==> src/rtl/qarma_tweak_schedule.sv <==
// Iterative QARMAv2-128 round-tweak generator: streams phi^r(T) forward for encryption,
// or winds up to phi^(ROUNDS-1)(T) and streams back with phi^-1 for decryption.
module qarma_tweak_schedule #(
  parameter int ROUNDS = 13,
  parameter int CW     = 5
) (
  input  logic          clk,
  input  logic          rst_n,
  input  logic          in_valid,
  output logic          in_ready,
  input  logic [127:0]  in_tweak,
  input  logic          in_dec,
  input  logic          flush,
  output logic          out_valid,
  input  logic          out_ready,
  output logic [127:0]  out_tweak,
  output logic [CW-1:0] out_round,
  output logic          out_last,
  output logic          busy,
  output logic [1:0]    dbg_state
);

  // Handshakes: a transfer happens on a rising edge where valid and ready are both 1.
  // While out_valid=1 and out_ready=0 every out_* signal holds its value.

  typedef enum logic [1:0] {
    S_IDLE = 2'd0,
    S_WIND = 2'd1,
    S_EMIT = 2'd2
  } state_t;

  localparam logic [CW-1:0] LAST_R = CW'(ROUNDS - 1);

  localparam int PHI [32] = '{1, 10, 14, 22, 18, 25, 29, 21, 0, 8, 12, 4, 19, 27, 31, 23,
                              17, 26, 30, 6, 2, 9, 13, 5, 16, 24, 28, 20, 3, 11, 15, 7};
  localparam int IPHI [32] = '{8, 0, 20, 28, 11, 23, 19, 31, 9, 21, 1, 29, 10, 22, 2, 30,
                               24, 16, 4, 12, 27, 7, 3, 15, 25, 5, 17, 13, 26, 6, 18, 14};

  // Output cell i takes input cell tab[i]; cell i occupies bits [127-4i -: 4].
  function automatic logic [127:0] permute(input logic [127:0] t, input logic inv);
    logic [127:0] p;
    int src;
    p = '0;
    for (int i = 0; i < 32; i++) begin
      src = inv ? IPHI[i] : PHI[i];
      p[127-4*i -: 4] = t[127-4*src -: 4];
    end
    return p;
  endfunction

  state_t        state;
  logic [127:0]  tw;
  logic [CW-1:0] cnt;
  logic          dir;
  logic [127:0]  tw_fwd;
  logic [127:0]  tw_bwd;

  assign tw_fwd    = permute(tw, 1'b0);
  assign tw_bwd    = permute(tw, 1'b1);
  assign out_tweak = tw;
  assign out_round = cnt;
  assign dbg_state = state;

  always_ff @(posedge clk or negedge rst_n) begin
    if (!rst_n) begin
      state     <= S_IDLE;
      tw        <= '0;
      cnt       <= '0;
      dir       <= 1'b0;
      out_valid <= 1'b0;
      out_last  <= 1'b0;
      in_ready  <= 1'b1;
      busy      <= 1'b0;
    end else if (flush) begin
      state     <= S_IDLE;
      cnt       <= '0;
      out_valid <= 1'b0;
      out_last  <= 1'b0;
      in_ready  <= 1'b1;
      busy      <= 1'b0;
    end else begin
      case (state)
        S_IDLE: begin
          if (in_valid) begin
            tw       <= in_tweak;
            cnt      <= '0;
            dir      <= in_dec;
            busy     <= 1'b1;
            in_ready <= 1'b0;
            out_last <= 1'b0;
            if (in_dec) begin
              state <= S_WIND;
            end else begin
              state     <= S_EMIT;
              out_valid <= 1'b1;
            end
          end
        end
        S_WIND: begin
          // The step that reaches phi^(ROUNDS-1) also opens the output stream.
          tw  <= tw_fwd;
          cnt <= cnt + 1'b1;
          if (cnt == LAST_R - 1'b1) begin
            state     <= S_EMIT;
            out_valid <= 1'b1;
            out_last  <= 1'b0;
          end
        end
        S_EMIT: begin
          if (out_ready) begin
            if (out_last) begin
              state     <= S_IDLE;
              out_valid <= 1'b0;
              out_last  <= 1'b0;
              in_ready  <= 1'b1;
              busy      <= 1'b0;
            end else if (dir) begin
              tw       <= tw_bwd;
              cnt      <= cnt - 1'b1;
              out_last <= (cnt == CW'(1));
            end else begin
              tw       <= tw_fwd;
              cnt      <= cnt + 1'b1;
              out_last <= (cnt == LAST_R - 1'b1);
            end
          end
        end
        default: begin
          state     <= S_IDLE;
          out_valid <= 1'b0;
          out_last  <= 1'b0;
          in_ready  <= 1'b1;
          busy      <= 1'b0;
        end
      endcase
    end
  end

endmodule

==> config.mk <==
export PLATFORM = sky130hd
export DESIGN_NAME = qarma_tweak_schedule
export DESIGN_NICKNAME = d
export VERILOG_FILES = /design/src/rtl/qarma_tweak_schedule.sv
export SDC_FILE = /design/constraint.sdc
export NUM_CORES = 1
export LEC_CHECK = 0
export ABC_AREA = 0
export BUFFER_PORTS_ARGS = -buffer_cell sky130_fd_sc_hd__buf_2
export CAP_MARGIN = 20
export CORE_MARGIN = 2
export CORE_UTILIZATION = 50
export DETAILED_ROUTE_END_ITERATION = 7
export PLACE_DENSITY = 0.92
export SLEW_MARGIN = 30
export SYNTH_ARGS = -nofsm -noshare
export SYNTH_HDL_FRONTEND = slang
export SYNTH_SLANG_ARGS = --single-unit
==> constraint.sdc <==
create_clock -name clk -period 3.4 [get_ports clk]
set_input_delay 1.02 -clock clk [delete_from_list [all_inputs] [get_ports clk]]
set_output_delay 1.02 -clock clk [all_outputs]
set_load 0.05 [all_outputs]
# Word-level counts from Yosys, hierarchy flattened
# Cells that the tools add are included.
dict set report classes {
  add_sub_neg 2
  muxes 39
  reduce_logical 10
  bitwise_logic 1
  eq_ne 14
}
# operator n
set ops {}
lappend ops {{$mux 128} 4}
lappend ops {{$pmux 128 s3} 1}
lappend ops {{$mux 5} 5}
lappend ops {{$ne 3x3->1 const B} 6}
lappend ops {{$mux 1} 17}
lappend ops {{$pmux 5 s3} 1}
lappend ops {{$mux 2} 6}
lappend ops {{$pmux 1 s3} 4}
lappend ops {{$reduce_and 4->1} 3}
lappend ops {{$reduce_and 5->1} 2}
lappend ops {{$ne 2x2->1 const B} 4}
lappend ops {{$pmux 2 s3} 1}
lappend ops {{$reduce_and 3->1} 2}
lappend ops {{$add 5x1->5 const B} 1}
lappend ops {{$eq 5x1->1 const B} 1}
lappend ops {{$eq 5x4->1 const B} 1}
lappend ops {{$sub 5x1->5 const B} 1}
lappend ops {{$reduce_bool 4->1} 1}
lappend ops {{$reduce_bool 3->1} 1}
lappend ops {{$eq 2x1->1 const B} 1}
lappend ops {{$eq 2x2->1 const B} 1}
lappend ops {{$logic_not 2->1} 1}
lappend ops {{$not 1->1} 1}
dict set report totals {
  input_bits 134
  ff_bits 140
  word_cells 74
  out_inout_bits 139
}

# Depth between registers and ports, before layout
# Gate-level depths: netlist (run 1).
dict set report depth {
  word_depth 6
  ltp_mapped 8
  depth_no_buf 6
}

# Worst setup path before layout (run 1)
# OpenSTA, ideal clock, no wires.
dict set report synth_timing {
  kind {reg-to-reg}
  start {reg state[0], in the netlist dbg_state[0]}
  end {reg tw[40], in the netlist out_tweak[40]}
  n_path_buf 2
  synth_period_minus_slack_ns 2.250
  arrival_ns 2.115
  t_required_ns 3.265
  setup_slack_ns 1.150
  setup_ns 0.135
  stages_incl_launch_ff 9
  path_cell_list {dfrtp_1 inv_1 ha_1 nor2b_1 a2111o_1 buf_2 clkbuf_1 nand2_1 o31ai_1}
}
dict set report synth_between {
  elab_chain_len 3
  word_cells_on_any_way 9
  cone_classes {eq/ne: 5; mux: 1; reduce/logical: 3}
}
# element line_no
set synth_rtl {}
lappend synth_rtl {{start: declaration} 51} ;# state_t state;
lappend synth_rtl {{start signal: assignment} 66} ;# state <= S_IDLE;
lappend synth_rtl {{start signal: assignment} 75} ;# state <= S_IDLE;
lappend synth_rtl {{start signal: assignment} 92} ;# state <= S_WIND;
lappend synth_rtl {{$eq 2x2->1 (tied with other cells)} 82} ;# case (state)
lappend synth_rtl {{$ne 2x2->1 (no source line) / $reduce_bool 3->1 (equally long branches)} --}
lappend synth_rtl {{$reduce_and 5->1 (no source line)} --}
lappend synth_rtl {{end signal: assignment} 85} ;# tw <= in_tweak;
lappend synth_rtl {{end signal: assignment} 101} ;# tw <= tw_fwd;
lappend synth_rtl {{end signal: assignment} 118} ;# tw <= tw_bwd;
lappend synth_rtl {{end: declaration} 52} ;# logic [127:0] tw;
# Several ways; a longest one is shown, not always the timed one.
# A chain may end at the register's enable or synchronous reset.

# Worst setup path after layout (run 1)
dict set report layout_timing {
  start {reg state[0], in the netlist dbg_state[0]}
  end {reg tw[26], in the netlist out_tweak[26]}
}
# The elaborated chain is that of the path after synthesis.

==> results.ini, run 1 <==
[clock_network]
cts_tree = built
clk_latency_ns = 0.42
htreeDepth = 4
clk_pin_slew_ns = 0.06
cts_setup_buffers = 0
root_buffer = clkbuf_16
cts_buffer_depth = 2
cts.sinks = 140
cts-hold-fix-buffers = 0
cts_made_buffers = 17
post_cts_resized = 0

[cells_and_area]
final_area_um2 = 9490
finish.utilization_pct = 63.1
fin_nets = 1186
drive_above_1_share_pct = 30.4
area_growth_pct = 25.1

[timing]
timing.hold.ws_ns = 0.536
worstMarginPinSlew_ns = 0.607
finalCritPeriodShare_pct = 78.3
fin_crit_ns = 2.66
setup_tns_ns = 0
relSlewSlack_pct = 59.5
fin_skew_ns = 0.00982
fmax_mhz = 375
rsz0062_at_grt = no
finalHoldViolations = 0
slew_viol_final = 0
finalSetupViolCount = 0

[synth]
synth_compound_gate_area_share_pct = 29.7
synthMuxAreaShare_pct = 0.841
synth_top_family_by_area = compound AO/OA/AOI/OAI gates
synthTopCellsByCount = 143 x nand2_1, 139 x dfrtp_1, 135 x nor2_1, 132 x o31ai_1, 129 x a221oi_1
synth_fp_nets = 975
yosysSeqAreaShare_pct = 46.2
synthAdderAreaFrac_pct = 1.15
synth-seq-cells = 140
synth_area_leaders = dfrtp_1 46%, a221oi_1 15%, o31ai_1 13%
synthesis.area_um2 = 7590
ys.flop_type = dfrtp_1
yosysTopAreaCell = dfrtp_1
synth_edf_count = 0
synth-xor-area-share_pct = 0.346
synthSimpleGateAreaFrac_pct = 15.3
syn_avg_cell_area_um2 = 9.10
yosysTopAreaCellShare_pct = 45.9
yosys_warnings = 0
synth.most_common_cell = nand2_1
yosysUniqueCellTypes = 40
synth_cells = 834
synthArstFlopShare_pct = 100

[floorplanning]
fp.coreArea_um2 = 15000
start_util_pct = 50.5
fp.dieArea_um2 = 16200
die_y_um = 127
fp.dieW_um = 127
io_pins = 273
rows = 45

[route]
drt_pass1_iterations = 8
routed-via-count = 8037
via_per_inst = 6.44
postRouteAntennaNets = 0
routed_wl_mm = 24.0
wl_per_cell_um = 19.2
drc = 1
drt_iter0_markers = 1072

[placement]
io_buffers = 272
dp_hpwl_mm = 16.0
post_dp_cell_area_um2 = 8910
place_congestion = 0.886

[grt]
grt_usage_pct = 29.4
overflow = 0
antenna_found_initial = 2
grt_first_pass_wirelength_mm = 38.2
grt_max_degree = 129
grt_pass1_vias = 7328

[run_status]
violations = DRC
status = complete, but fails checks

[run]
drv_cap = 0

[setup_path]
crit_type = reg -> reg
arrival_ns = 2.96
end_kind = flip-flop
start_kind = flip-flop
crit_fanout = 81
crit_required_ns = 3.70

[hold_path]
min_path_type = reg -> reg

[path summary, 6_finish.rpt]
path                                   start              to  slack (ns)  depth (start not counted)
worst max-delay path            dbg_state[0]   out_tweak[26]        0.74                          6
worst min-delay path                    busy            busy        0.54                          1
worst max register to register  dbg_state[0]   out_tweak[26]        0.74                          6
worst min register to register          busy            busy        0.54                          1
max in group asynchronous              rst_n   out_tweak[87]        2.05                          2
min in group asynchronous              rst_n  out_tweak[115]        0.57                          1
[final cells by class]
| type | instances | area (µm²) |
|---|---|---|
| well taps | 188 | 235 |
| clock inverters | 9 | 88.8 |
| clock buffers | 23 | 478 |
| repair buffers | 282 | 1520 |
| flip-flops and latches | 140 | 3500 |
| multi-input cells | 593 | 3610 |
| fillers | 1188 | 5550 |
| diodes | 2 | 5.00 |
| inverters | 11 | 43.8 |
[sequential cells by signal, summed over array words and instances, names as in the netlist]
register and cells:
out_round 5, out_tweak 128, dir 1, in_ready 1, dbg_state 2, out_valid 1
out_last 1, busy 1
[cell families (layout without fill, tap and decap cells)]
group | Yosys count | in the layout
AO/OA/AOI/OAI | 280 | 280
XOR/XNOR | 3 | 3
adder cells (fa/ha/maj) | 7 | 7
buffers and inverters | 101 | 325
flip-flops | 140 | 140
multiplexers | 6 | 6
other | 0 | 2
AND/OR/NAND/NOR | 297 | 297
[cells in the final DEF (no fill, tap or decap), drive strengths merged, types with 2 or more instances in the layout]
master	count
buf	282
nand2	143
dfrtp	139
nor2	135
o31ai	132
a221oi	129
clkbuf	23
inv	11
ha	7
clkinv	5
nand2b	4
o21ai	4
nor2b	3
mux2i	3
nand3	3
a21oi	3
mux2	3
clkinvlp	3
diode	2
a41oi	2
xnor2	2
a31oi	2
or2	2
and2	2
[critical path: stages (launching register included)]
cell and delay (ns):
dfrtp_1 0.42, inv_1 0.16, ha_1 0.43, and2_4 0.57, buf_12 0.37, a221oi_1 0.16, o31ai_1 0.33
[layer usage]
layer	track usage, %	vias to the layer above	share of wire [%]
met1	40.8	3857	41
met5	0	-	0.054
met3	6.28	80	8.6
li1	-	3572	-
met2	44.3	526	47
met4	13.6	2	3.9
[through the flow]
| step | instances | setup slack (ns) |
|---|---|---|
| CTS | 1246 | 0.815 |
| global route | 1247 | 0.664 |
| global placement | 1214 | 0.774 |
| floorplan | 834 | 1.15 |
| detailed placement | 1214 | 0.682 |
| finish | 1248 | 0.737 |
Power of run 1 is not shown: default switching activity piles up to over one toggle a cycle in this logic, so the estimate is an artifact.
==> inputs of run 2 (changes only) <==
==> constraint.sdc (replaced) <==
create_clock -name clk -period 2.72 [get_ports clk]
set_input_delay 0.816 -clock clk [delete_from_list [all_inputs] [get_ports clk]]
set_output_delay 0.816 -clock clk [all_outputs]
set_load 0.05 [all_outputs]
==> results.ini, run 2 (synthesized netlist as in run 1, its figures left out) <==
[cells_and_area]
largest_reg_flops = 128  ; unchanged
final_common_cell = buf_2  ; unchanged
area_growth_pct = 26.4  ; was 25.1%
fin_nets = 1188  ; was 1186
final_area_um2 = 9590  ; was 9490 µm²
final_cell_mix = 271 x buf_2, 143 x nand2_1, 139 x dfrtp_1  ; unchanged
fill_cells = 1232  ; was 1188
drive_above_1_share_pct = 30.7  ; was 30.4%

[placement]
dp_hpwl_mm = 15.8  ; was 16.0 mm
post-place-ws_ns = 0.238  ; was 0.682 ns
place_congestion = 0.850  ; was 0.886
post_dp_cell_area_um2 = 8960  ; was 8910 µm²
io_buffers = 272  ; unchanged

[timing]
finalSetupViolCount = 0  ; unchanged
finalCritPeriodShare_pct = 94.9  ; was 78.3%
postLayoutSetupSlackWorst_ns = 0.139  ; was 0.737 ns
fmax_mhz = 387  ; was 375 MHz
fin_skew_ns = 0.00835  ; was 0.00982 ns
relSlewSlack_pct = 58.8  ; was 59.5%
setup_tns_ns = 0  ; unchanged
slew_viol_final = 0  ; unchanged
finalHoldViolations = 0  ; unchanged
fin_crit_ns = 2.58  ; was 2.66 ns
rsz0062_at_grt = no  ; unchanged
timing.hold.ws_ns = 0.293  ; was 0.536 ns
worstMarginPinSlew_ns = 0.619  ; was 0.607 ns

[route]
postRouteAntennaNets = 0  ; unchanged
routed_wl_mm = 24.4  ; was 24.0 mm
wl_per_cell_um = 19.6  ; was 19.2 µm
via_per_inst = 6.49  ; was 6.44
drt_pass1_iterations = 6  ; was 8
drc = 0  ; was 1
routed-via-count = 8106  ; was 8037
drt_iter0_markers = 1131  ; was 1072

[clock_network]
clk_latency_ns = 0.43  ; was 0.42 ns
cts-hold-fix-buffers = 0  ; unchanged
cts.sinks = 140  ; unchanged
clk_pin_slew_ns = 0.06  ; about the same
cts_made_buffers = 17  ; unchanged
cts_tree = built  ; unchanged
post_cts_resized = 0  ; unchanged
root_buffer = clkbuf_16  ; unchanged
htreeDepth = 4  ; unchanged
cts_buffer_depth = 2  ; unchanged
cts_setup_buffers = 0  ; unchanged

[floorplanning]
fp.dieW_um = 127  ; unchanged
fp.coreArea_um2 = 15000  ; unchanged
rows = 45  ; unchanged
die_y_um = 127  ; unchanged
io_pins = 273  ; unchanged
fp.dieArea_um2 = 16200  ; unchanged
start_util_pct = 50.5  ; unchanged

[grt]
grt_first_pass_wirelength_mm = 38.6  ; was 38.2 mm
grt_pass1_vias = 7443  ; was 7328
grt_max_degree = 257  ; was 129
antenna_found_initial = 2  ; unchanged
overflow = 0  ; unchanged
grt_usage_pct = 29.6  ; was 29.4%

[setup_path]
r2r_cells = 7  ; was 6
cp_cell_sequence = inv_1 > ha_1 > nor2b_1 > or2_4 > buf_12 > a221oi_1 > o31ai_1  ; was inv_1 > ha_1 > and2_4 > buf_12 > a221oi_1 > o31ai_1
arrival_ns = 2.89  ; was 2.96 ns
start_kind = flip-flop  ; unchanged
end_kind = flip-flop  ; unchanged
crit_type = reg -> reg  ; unchanged
crit_required_ns = 3.03  ; was 3.70 ns
crit_path_max_incr_delay_ns = 0.44  ; was 0.57 ns
crit_slowest_cell = ha_1  ; was and2_4
crit_fanout = 53  ; was 81

[hold_path]
min_path_type = in -> async  ; was reg -> reg

[run_status]
status = complete, no violations  ; was complete, but fails checks

[run]
drv_cap = 0  ; unchanged

run 2: cell count changes in the layout (fill, tap and decap cells not counted):
cell       change
clkinv_4       -2
inv_6          +1
buf_4          -2
bufinv_16      +1
diode_2        -1
clkbuf_8       +1
buf_12         +3
buf_16         +1
clkbuf_1       -1
run 2: worst max-delay path, delay by kind of cell, from the launching register on:
kind	cells	cell delay, ns
fa+ha+maj	1	0.44
simple gates	2	0.68
flops	1	0.41
compound gates	2	0.46
buf+inv	2	0.44
run 2: stage by stage:
stage	cells	util, %
finish	1249	63.8
global route	1249	63.8
CTS	1247	63.6
detailed placement	1215	59.6
global placement	1215	59.6
floorplan	834	-
run 2: path summary, 6_finish.rpt:
| path | start | slack, ns | to |
|---|---|---|---|
| max reg2reg | dbg_state[0] | 0.14 | out_tweak[106] |
| min reg2reg | busy | 0.52 | busy |
| min in group clk | busy | 0.52 | busy |
| min | rst_n | 0.29 | out_tweak[22] |
| max in group asynchronous | rst_n | 1.77 | out_tweak[55] |
| max | dbg_state[0] | 0.14 | out_tweak[106] |
run 2: area by class of cell:
type | count | area, µm² | area share [%]
antenna | 1 | 2.50 | 0.0261
clock inverter | 9 | 110 | 1.15
clock buffer | 23 | 488 | 5.09
timing repair buffer | 284 | 1590 | 16.6
sequential | 140 | 3500 | 36.6
multi-input combinational | 593 | 3610 | 37.7
inverter | 11 | 43.8 | 0.457
tap | 188 | 235 | 2.45
run 2: per-layer routing:
metal / up-vias / part of all wire (%) / track usage, % / wire, µm
met4: 2 / 3.7 / 15.3 / 903
met2: 540 / 48 / 45.9 / 11800
met1: 3920 / 39 / 39.0 / 9580
met3: 79 / 8.6 / 6.91 / 2090
li1: 3565 / - / - / -
met5: - / 0.053 / 0 / 13
Power of run 2 is left out for the same reason.
==> inputs of run 3 (changes only) <==
--- a/config.mk
+++ b/config.mk
@@ -8,10 +8,9 @@
 export ABC_AREA = 0
 export BUFFER_PORTS_ARGS = -buffer_cell sky130_fd_sc_hd__buf_2
 export CAP_MARGIN = 20
-export CORE_MARGIN = 2
-export CORE_UTILIZATION = 50
+export CORE_UTILIZATION = 30
 export DETAILED_ROUTE_END_ITERATION = 7
-export PLACE_DENSITY = 0.92
+export PLACE_DENSITY = 0.65
 export SLEW_MARGIN = 30
 export SYNTH_ARGS = -nofsm -noshare
 export SYNTH_HDL_FRONTEND = slang
==> results.ini, run 3 (synthesized netlist as in run 1, its figures left out) <==
[run_status]
status = complete, no violations  ; unchanged

[setup_path]
crit_slowest_cell = dfrtp_1  ; was ha_1
arrival_ns = 2.65  ; was 2.89 ns
crit_type = reg -> reg  ; unchanged
crit_required_ns = 3.03  ; about the same
critPathBufInv = 2  ; unchanged
crit_fanout = 66  ; was 53
crit_path_max_incr_delay_ns = 0.41  ; was 0.44 ns
start_kind = flip-flop  ; unchanged
end_kind = flip-flop  ; unchanged
critPathLaunch = dbg_state[0]  ; unchanged
rr_startpoint = dbg_state[0]  ; unchanged
cp_cell_sequence = inv_1 > ha_1 > nor2b_1 > or2_4 > buf_12 > a221oi_1 > o31ai_1  ; unchanged
critical_path.top_delay_family = simple AND/OR/NAND/NOR gates  ; unchanged

[grt]
overflow = 0  ; unchanged
grt_usage_pct = 19.7  ; was 29.6%
grt_pass1_vias = 7139  ; was 7443
antenna_found_initial = 3  ; was 2
grt_max_degree = 133  ; was 257
grt_first_pass_wirelength_mm = 41.2  ; was 38.6 mm

[clock_network]
clk_pin_slew_ns = 0.06  ; about the same
cts.sinks = 140  ; unchanged
cts_setup_buffers = 0  ; unchanged
post_cts_resized = 0  ; unchanged
cts_tree = built  ; unchanged
htreeDepth = 4  ; unchanged
cts-hold-fix-buffers = 0  ; unchanged
clk_latency_ns = 0.42  ; was 0.43 ns
cts_made_buffers = 17  ; unchanged
cts_buffer_depth = 2  ; unchanged
root_buffer = clkbuf_16  ; unchanged

[placement]
place_congestion = 0.817  ; was 0.850
io_buffers = 272  ; unchanged
dp_hpwl_mm = 17.0  ; was 15.8 mm

[cells_and_area]
final_cell_mix = 271 x buf_2, 143 x nand2_1, 139 x dfrtp_1  ; unchanged
drive_above_1_share_pct = 31.0  ; was 30.7%
largest_reg_flops = 128  ; unchanged
final_common_cell = buf_2  ; unchanged
area_growth_pct = 29.9  ; was 26.4%
fin_nets = 1190  ; was 1188

[timing]
fin_crit_ns = 2.33  ; was 2.58 ns
worstMarginPinSlew_ns = 0.687  ; was 0.619 ns
rsz0062_at_grt = no  ; unchanged
relSlewSlack_pct = 54.2  ; was 58.8%
fmax_mhz = 428  ; was 387 MHz
slew_viol_final = 0  ; unchanged
finalHoldViolations = 0  ; unchanged
finalSetupViolCount = 0  ; unchanged
finalCritPeriodShare_pct = 85.8  ; was 94.9%
fin_skew_ns = 0.0137  ; was 0.00835 ns
setup_tns_ns = 0  ; unchanged
timing.hold.ws_ns = 0.382  ; was 0.293 ns

[route]
postRouteAntennaNets = 0  ; unchanged
drt_iter0_markers = 797  ; was 1131
drt_pass1_iterations = 6  ; unchanged
drc = 0  ; unchanged
via_per_inst = 5.54  ; was 6.49
wl_per_cell_um = 18.7  ; was 19.6 µm
routed_wl_mm = 26.0  ; was 24.4 mm
routed-via-count = 7696  ; was 8106

[floorplanning]
io_pins = 273  ; unchanged
fp.coreArea_um2 = 24500  ; was 15000 µm²
fp.dieW_um = 161  ; was 127 µm
fp.dieArea_um2 = 25900  ; was 16200 µm²
start_util_pct = 30.9  ; was 50.5%
rows = 57  ; was 45
die_y_um = 161  ; was 127 µm

[run]
drv_cap = 0  ; unchanged

[hold_path]
min_path_type = in -> async  ; unchanged

## run 3: cell type report
class                      count  area, µm²
antenna                        2       5.00
clock buffer                  20        467
clock inverter                12        231
fill                        2462      14700
inverter                      11       43.8
multi-input combinational    593       3610
sequential                   140       3500
tap                          324        405
timing repair buffer         286       1590
## run 3: path summary, 6_finish.rpt
check,end,slack [ns],cells past startpoint
setup / recovery,out_tweak[11],0.39,7
hold / removal,out_tweak[28],0.38,1
setup reg to reg,out_tweak[11],0.39,7
hold reg to reg,busy,0.52,1
max in group asynchronous,out_tweak[34],1.67,2
min in group clk,busy,0.52,1
## run 3: routing by layer
metal | vias up | share of wire [%] | GRT usage, %
met5 | - | 0.031 | 0
met4 | 2 | 1.9 | 6.78
met3 | 35 | 5.6 | 3.57
met2 | 284 | 46 | 28.9
met1 | 3790 | 46 | 29.0
li1 | 3585 | - | -
## run 3: per-stage QoR
step	cell area, µm²	cells	utilization [%]	setup WS (ns)
global placement	9150	1354	37.3	0.464
detailed placement	9150	1354	37.3	0.443
floorplan	7590	834	-	0.470
finish	9860	1388	40.2	0.386
CTS	9850	1386	40.2	0.421
global route	9860	1388	40.2	0.223
## run 3: worst register-to-register path, cell delays in order, from the launching register on
cell      delay, ns
dfrtp_1        0.41
inv_1          0.15
ha_1           0.41
nor2b_1        0.32
or2_4          0.21
buf_12         0.26
a221oi_1       0.23
o31ai_1        0.25
Power of run 3 is left out for the same reason.
